### config.mk
export PLATFORM = sky130hd
export DESIGN_NAME = mmio_uart_tx
export DESIGN_NICKNAME = d
export VERILOG_FILES = /design/src/rtl/mmio_uart_tx.sv
export SDC_FILE = /design/constraint.sdc
export NUM_CORES = 1
export LEC_CHECK = 0
export ABC_AREA = 1
export BUFFER_PORTS_ARGS = -buffer_cell sky130_fd_sc_hd__clkbuf_2
export CAP_MARGIN = 20
export CELL_PAD_IN_SITES_DETAIL_PLACEMENT = 1
export CELL_PAD_IN_SITES_GLOBAL_PLACEMENT = 2
export CORE_MARGIN = 2
export CORE_UTILIZATION = 35
export CTS_CLUSTER_SIZE = 30
export DETAILED_ROUTE_END_ITERATION = 16
export PLACE_DENSITY = 0.84
export SYNTH_ARGS = -nofsm -noshare
export SYNTH_HDL_FRONTEND = slang
export SYNTH_SLANG_ARGS = --single-unit
### constraint.sdc
create_clock -name clk -period 4.4 [get_ports clk]
set_input_delay 0.66 -clock clk [delete_from_list [all_inputs] [get_ports clk]]
set_output_delay 0.66 -clock clk [all_outputs]
set_load 0.03 [all_outputs]
### src/rtl/mmio_uart_tx.sv
// Memory-mapped 8N1 UART transmitter with an 8-entry byte FIFO on the core's data-memory port.
// Define MMIO_UART_TX_PARITY_EN to insert an even-parity bit between the data bits and the stop bit.
module mmio_uart_tx #(
  parameter int unsigned           WIDTH    = 32,
  parameter logic [WIDTH-1:0]      BASE     = 'hFFFF_FF00,
  parameter int unsigned           CLKDIV   = 434,
  parameter int unsigned           FIFOBITS = 3
) (
  input  logic             clk,
  input  logic             rst,
  input  logic [WIDTH-1:0] addr,
  input  logic [WIDTH-1:0] wdata,
  input  logic             memwrite,
  output logic             sel,
  output logic [WIDTH-1:0] rdata,
  output logic             txd
);

  localparam int unsigned   DEPTH  = 1 << FIFOBITS;
  localparam int unsigned   CW     = $clog2(CLKDIV);
  localparam logic [CW-1:0] RELOAD = CW'(CLKDIV - 1);

  typedef enum logic [2:0] {
    S_IDLE,
    S_START,
    S_DATA,
`ifdef MMIO_UART_TX_PARITY_EN
    S_PARITY,
`endif
    S_STOP
  } state_t;

  logic [7:0]          mem [DEPTH];
  logic [FIFOBITS-1:0] wptr, rptr;
  logic [FIFOBITS:0]   count;
  logic                overflow;
  logic                full, empty, wr_tx, wr_st, push, pop;
  logic [7:0]          head;

  state_t              state, state_nx;
  logic [CW-1:0]       cnt, cnt_nx;
  logic [7:0]          shift, shift_nx;
  logic [2:0]          bitn, bitn_nx;
  logic                txd_nx;
`ifdef MMIO_UART_TX_PARITY_EN
  logic                parity, parity_nx;
`endif

  logic [WIDTH-1:0]    status;
  logic                unused;

  assign unused = ^{addr[1:0], wdata[WIDTH-1:8]};

  assign sel   = (addr[WIDTH-1:4] == BASE[WIDTH-1:4]);
  assign wr_tx = sel & memwrite & (addr[3:2] == 2'd0);
  assign wr_st = sel & memwrite & (addr[3:2] == 2'd1);
  assign full  = (count == (FIFOBITS+1)'(DEPTH));
  assign empty = (count == '0);
  // Full is judged before this cycle's pop, so a push into a full FIFO is always dropped.
  assign push  = wr_tx & ~full;
  assign head  = mem[rptr];

  always_comb begin
    status                 = '0;
    status[8 +: FIFOBITS+1] = count;
    status[3]              = overflow;
    status[2]              = (state != S_IDLE);
    status[1]              = empty;
    status[0]              = full;
`ifdef MMIO_UART_TX_PARITY_EN
    status[4]              = 1'b1;
`endif
    rdata = '0;
    if (sel && addr[3:2] == 2'd1) rdata = status;
  end

  always_ff @(posedge clk) begin
    if (push) mem[wptr] <= wdata[7:0];
  end

  always_ff @(posedge clk) begin
    if (rst) begin
      wptr     <= '0;
      rptr     <= '0;
      count    <= '0;
      overflow <= 1'b0;
    end else begin
      if (push) wptr <= wptr + 1'b1;
      if (pop)  rptr <= rptr + 1'b1;
      count <= count + (FIFOBITS+1)'(push) - (FIFOBITS+1)'(pop);
      if (wr_tx && full)          overflow <= 1'b1;
      else if (wr_st && wdata[3]) overflow <= 1'b0;
    end
  end

  always_ff @(posedge clk) begin
    if (rst) begin
      state  <= S_IDLE;
      cnt    <= '0;
      shift  <= '0;
      bitn   <= '0;
      txd    <= 1'b1;
`ifdef MMIO_UART_TX_PARITY_EN
      parity <= 1'b0;
`endif
    end else begin
      state  <= state_nx;
      cnt    <= cnt_nx;
      shift  <= shift_nx;
      bitn   <= bitn_nx;
      txd    <= txd_nx;
`ifdef MMIO_UART_TX_PARITY_EN
      parity <= parity_nx;
`endif
    end
  end

  always_comb begin
    state_nx  = state;
    cnt_nx    = cnt;
    shift_nx  = shift;
    bitn_nx   = bitn;
    pop       = 1'b0;
`ifdef MMIO_UART_TX_PARITY_EN
    parity_nx = parity;
`endif
    case (state)
      S_IDLE: begin
        if (!empty) begin
          pop       = 1'b1;
          shift_nx  = head;
          cnt_nx    = RELOAD;
          state_nx  = S_START;
`ifdef MMIO_UART_TX_PARITY_EN
          parity_nx = ^head;
`endif
        end
      end
      S_START: begin
        if (cnt == '0) begin
          cnt_nx   = RELOAD;
          bitn_nx  = '0;
          state_nx = S_DATA;
        end else begin
          cnt_nx = cnt - 1'b1;
        end
      end
      S_DATA: begin
        if (cnt == '0) begin
          cnt_nx   = RELOAD;
          shift_nx = shift >> 1;
          if (bitn == 3'd7) begin
`ifdef MMIO_UART_TX_PARITY_EN
            state_nx = S_PARITY;
`else
            state_nx = S_STOP;
`endif
          end else begin
            bitn_nx = bitn + 1'b1;
          end
        end else begin
          cnt_nx = cnt - 1'b1;
        end
      end
`ifdef MMIO_UART_TX_PARITY_EN
      S_PARITY: begin
        if (cnt == '0) begin
          cnt_nx   = RELOAD;
          state_nx = S_STOP;
        end else begin
          cnt_nx = cnt - 1'b1;
        end
      end
`endif
      S_STOP: begin
        // Chain straight into the next start bit so queued frames have no idle gap.
        if (cnt == '0) begin
          if (!empty) begin
            pop       = 1'b1;
            shift_nx  = head;
            cnt_nx    = RELOAD;
            state_nx  = S_START;
`ifdef MMIO_UART_TX_PARITY_EN
            parity_nx = ^head;
`endif
          end else begin
            state_nx = S_IDLE;
          end
        end else begin
          cnt_nx = cnt - 1'b1;
        end
      end
      default: state_nx = S_IDLE;
    endcase
  end

  always_comb begin
    txd_nx = 1'b1;
    case (state)
      S_START:  txd_nx = 1'b0;
      S_DATA:   txd_nx = shift[0];
`ifdef MMIO_UART_TX_PARITY_EN
      S_PARITY: txd_nx = parity;
`endif
      default:  txd_nx = 1'b1;
    endcase
  end

endmodule

# == Word level (Yosys, flattened, before mapping) ==
# Memory sizes are Yosys's and may differ from the RTL's. A register that Yosys moved wholly into a read port is not among the register bits.
# Index checks and enable logic that the tools add are counted.
# classes
add_sub_neg,6
bitwise_logic,5
n_eq_ne,13
muxes,30
reduce_logical,16
# ops
operator,n
3-bit 2-to-1 mux,10
"28-bit == test, second input constant",1
9-bit 2-to-1 mux,3
9-bit case mux with 3 select lines,1
8-bit 2-to-1 mux,3
8-bit case mux with 3 select lines,1
12-bit 2-to-1 mux,1
"2-bit inequality test, second input constant",6
3-bit case mux with 4 select lines,1
"3-bit by 1-bit adder with 3-bit output, second input constant",3
9-bit logical NOT,1
3-bit nonzero test,3
"9-bit by 1-bit subtractor with 9-bit output, second input constant",1
1-bit 2-to-1 mux,7
"3-bit by 2-bit == test with 1-bit output, second input constant",2
3-bit case mux with 2 select lines,1
5-bit AND reduction,1
4-bit by 1-bit adder with 4-bit output,1
1-bit AND,4
"4-bit == test, second input constant",1
4-bit logical NOT,1
1-bit case mux with 2 select lines,2
4-bit AND reduction,1
2-bit nonzero test,2
other kinds (10),12
# word_totals
ram_bits,64
memories,1
elab_cells,80
reg_bits,35
input_bits,67
out_inout_bits,34
# memory_table
name,depth,width,read_ports,rd_clocked_by_memory_dff,write_ports,line_no,source
mem,8,8,1,1,1,33,logic [7:0] mem [DEPTH];

# == Longest topological paths before layout ==
# depth
word_depth,6
depth_mapped,15
depth_no_buf,15

# == Worst setup path after synthesis ==
# No wires, ideal clock.
# synth_timing
path_type,input-to-output
startpoint,input port addr[4]
endpoint,output port rdata[0]
t_required_ns,3.740
t_arrival_ns,2.029
cell_stages,8
slack_ns,1.711
cell_sequence,inv_1 > nand2_1 > nor2_1 > nand2_1 > nor2_1 > and2_1 > nand2_1 > nor2_1
# synth_between
elab_chain_cells,3
# synth_lines
item,line_no,source
from (decl),11,"input logic [WIDTH-1:0] addr,"
28-bit == test,54,assign sel = (addr[WIDTH-1:4] == BASE[WIDTH-1:4]);
via sel,14,"output logic sel,"
1-bit logical AND,74,if (sel && addr[3:2] == 2'd1) rdata = status;
12-bit 2-to-1 mux,74,
to (decl),15,"output logic [WIDTH-1:0] rdata,"
# The timed path passes the listed nets, and every way through them passes these cells.

# == Worst setup path in the final report ==
# layout_timing
startpoint,input port addr[5]
endpoint,output port rdata[2]
# layout_between
elab_chain_cells,3
# layout_lines
item,line_no
28-bit == test,54
1-bit logical AND,74
12-bit 2-to-1 mux,74
# No other way between the ends.

==> summary.md <==
| Metric | Value |
|---|---|
| Die area | 15400 um^2 |
| Final period utilization | 61.1% |
| Post-synth EDFFs | 64 |
| FP Rows | 43 |
| Static Leak | 2.43 nW |
| Drt total wl | 11600 um |
| Initial Util | 36.1% |
| Drt first pass iters | 4 |
| Yosys warns | 0 |
| Die Span X | 124 um |
| IO Count | 101 |
| Worst min path class | flip-flop to flip-flop |
| Gpl congestion | 0.869 |
| Worst vdd ir | 0.213 mV |
| CTS tree | built |
| Top area cells in the synthesized netlist | edfxtp_1 38%, dfxtp_1 15%, nand2_1 8.9% |
| Prevailing post-synth register cell | edfxtp_1 |
| Area of the multi-input gates | 1970 um^2 |
| RSZ-0062 raised after global routing | no |
| Max-cap violations | 0 |
| Pre-CTS setup slack | 1.64 ns |
| Final Setup Violations | 0 |
| Core area | 14000 um^2 |
| Post-route ant nets | 0 |
| Hold WS | 0.462 ns |
| Cts bufs inserted | 9 |
| # diodes | 0 |
| Placed Cells | 793 |
| Nets@finish | 709 |
| Via count | 3925 |
| PostCTS Resize Cnt | 0 |
| Critical Path AT | 2.03 ns |
| Status | complete, no violations |
| Ys async rst share | 0% |
| DRC Markers | 0 |
| Worst EP required | 3.74 ns |
| Crit path kind | input pin to primary output |
| Crit. End Element | primary output |
| DR vias/cell | 4.85 |
| Slew HR | 36.3% |
| Yosys reg bits | 101 |
| Hold buffers post-CTS | 0 |
| # fillers | 1668 |
| Count leader, synth | nand2_1 |
| Setup_tns | 0 ns |
| Via count of the first global-routing pass | 4080 |
| PwrDens | 577 nW/um^2 |
| DR WL/cell | 14.4 um |
| Final count of hold timing violations | 0 |
| Grt total ovfl | 0 |
| H-tree lvl count | 3 |
| Tightest Pin Transition | 0.955 ns |
| Syn_area_per_cell | 8.81 um^2 |
| Crit-path max FO | 8 |
| Initial antenna violation count | 0 |
| Synth top area share | 38.1% |
| First-pass GRT wire length | 19400 um |
| Post-CTS Setup Repair Bufs | 0 |
| WL met1 | 5380 um |
| Met3 WL post-DR | 488 um |
| Synth unique cells | 38 |
| Syn Inst Count | 573 |
| Fraction of layout instances using a drive strength above 1 | 14.0% |
| Area leader, netlist | edfxtp_1 |
| Fmax | 372 MHz |
| Skew final | 0.00444 ns |
| Max Root-Sink Buffers | 2 |
| Non-filler cells, final | 809 |
| Synth cell count leaders | 120 x nand2_1, 77 x nor2_1, 64 x edfxtp_1 |
| Crit start category | input pin |
| Clock latency on the worst-skew pair | 0.34 ns |
| Post-Syn Area | 5050 um^2 |
| DP HPWL | 8230 um |
| 1st-iter DRT viols | 164 |
| Largest net degree at the start of global routing | 41 |
| Seq. cell area | 2660 um^2 |
| Root buffer cell | clkbuf_16 |
| Top sig layer | met4 |
| Crit path time final | 2.69 ns |
| Area Overhead vs Synth | 12.8% |
| Total track usage | 16.4% |
| Seq/Total Area, Yosys | 52.7% |
| Met2 routed WL | 5570 um |
| Max Slew Vio Count | 0 |
| Final WS setup | 1.71 ns |
| Die H | 124 um |
| Worst-path clk slew | 0.06 ns |
| Clock sink count | 101 |
| # port buffers | 50 |
## final timing paths
path	startpoint	end	slack, ns	cells past startpoint
setup / recovery	addr[5]	rdata[2]	1.71	10
hold / removal	overflow	overflow	0.46	2
setup reg to reg	count[2]	count[3]	1.98	13
hold reg to reg	overflow	overflow	0.46	2
## logic make-up (layout without fill, tap and decap cells)
family / after synthesis / count (layout) / synth area share, %
other: 1 / 24 / 0.0743
flip-flops: 101 / 101 / 52.7
adder cells (fa/ha/maj): 18 / 18 / 4.61
XOR/XNOR: 4 / 4 / 0.694
AO/OA/AOI/OAI: 95 / 95 / 10.6
AND/OR/NAND/NOR: 252 / 252 / 21.3
buffers and inverters: 102 / 135 / 9.99
## per-stage QoR
step           area, um^2  power (mW)  util, %
6_report             5690        3.28     40.7
5_1_grt              5690        3.57     40.7
4_1_cts              5690        3.32     40.7
3_5_place_dp         5400        2.53     38.6
3_3_place_gp         5400        2.46     38.6
2_1_floorplan        5130        2.25        -
## layout by cell type (no fill, tap or decap), types with 4 or more instances in the layout
cell / count
nand2_1: 120
nand3_1: 26
conb_1: 24
o211ai_1: 8
nand2_2: 4
o21ai_0: 40
buf_4: 8
clkbuf_16: 9
inv_1: 60
edfxtp_1: 64
nor2_1: 77
nand4_1: 6
clkbuf_2: 50
nor3_1: 9
ha_1: 17
o21ai_1: 5
a21oi_1: 32
dfxtp_1: 37
## routing by layer
metal	vias to the layer above	global-route usage, %
met4	0	6.53
met2	95	27.9
met3	18	3.11
met1	1865	20.6
li1	1947	-
met5	-	0
## sequential cells by signal, summed over array words and instances (netlist names), named ones only
signal	cells
txd	1
wptr	3
shift	8
count	4
state	2
rptr	3
overflow	1
mem	64
bitn	3
cnt	9
## where the power goes
group	internal (mW)	leakage [nW]	switching, mW
Combinational	0.435	1.41	0.861
Clock	0.447	0.142	0.338
Sequential	1.11	0.879	0.0966
Total	1.99	2.43	1.30
## final cells by class
cell class                 instances  share of cell area [%]
timing repair buffer              58                    5.45
multi-input combinational        393                    34.7
clock buffer                      12                    4.15
tap                              180                    3.96
sequential                       101                    46.8
inverter                          61                    4.02
clock inverter                     4                   0.989
## critical path, stage by stage
cell      delay [ns]
clkbuf_2        0.08
inv_1           0.05
nand2_1         0.04
nor2_1          0.09
nand2_1         0.05
nor2_1          0.16
and2_1          0.23
nand2_1         0.21
nor2_1          0.21
clkbuf_2        0.24
Power figures use the tool's default switching activity.
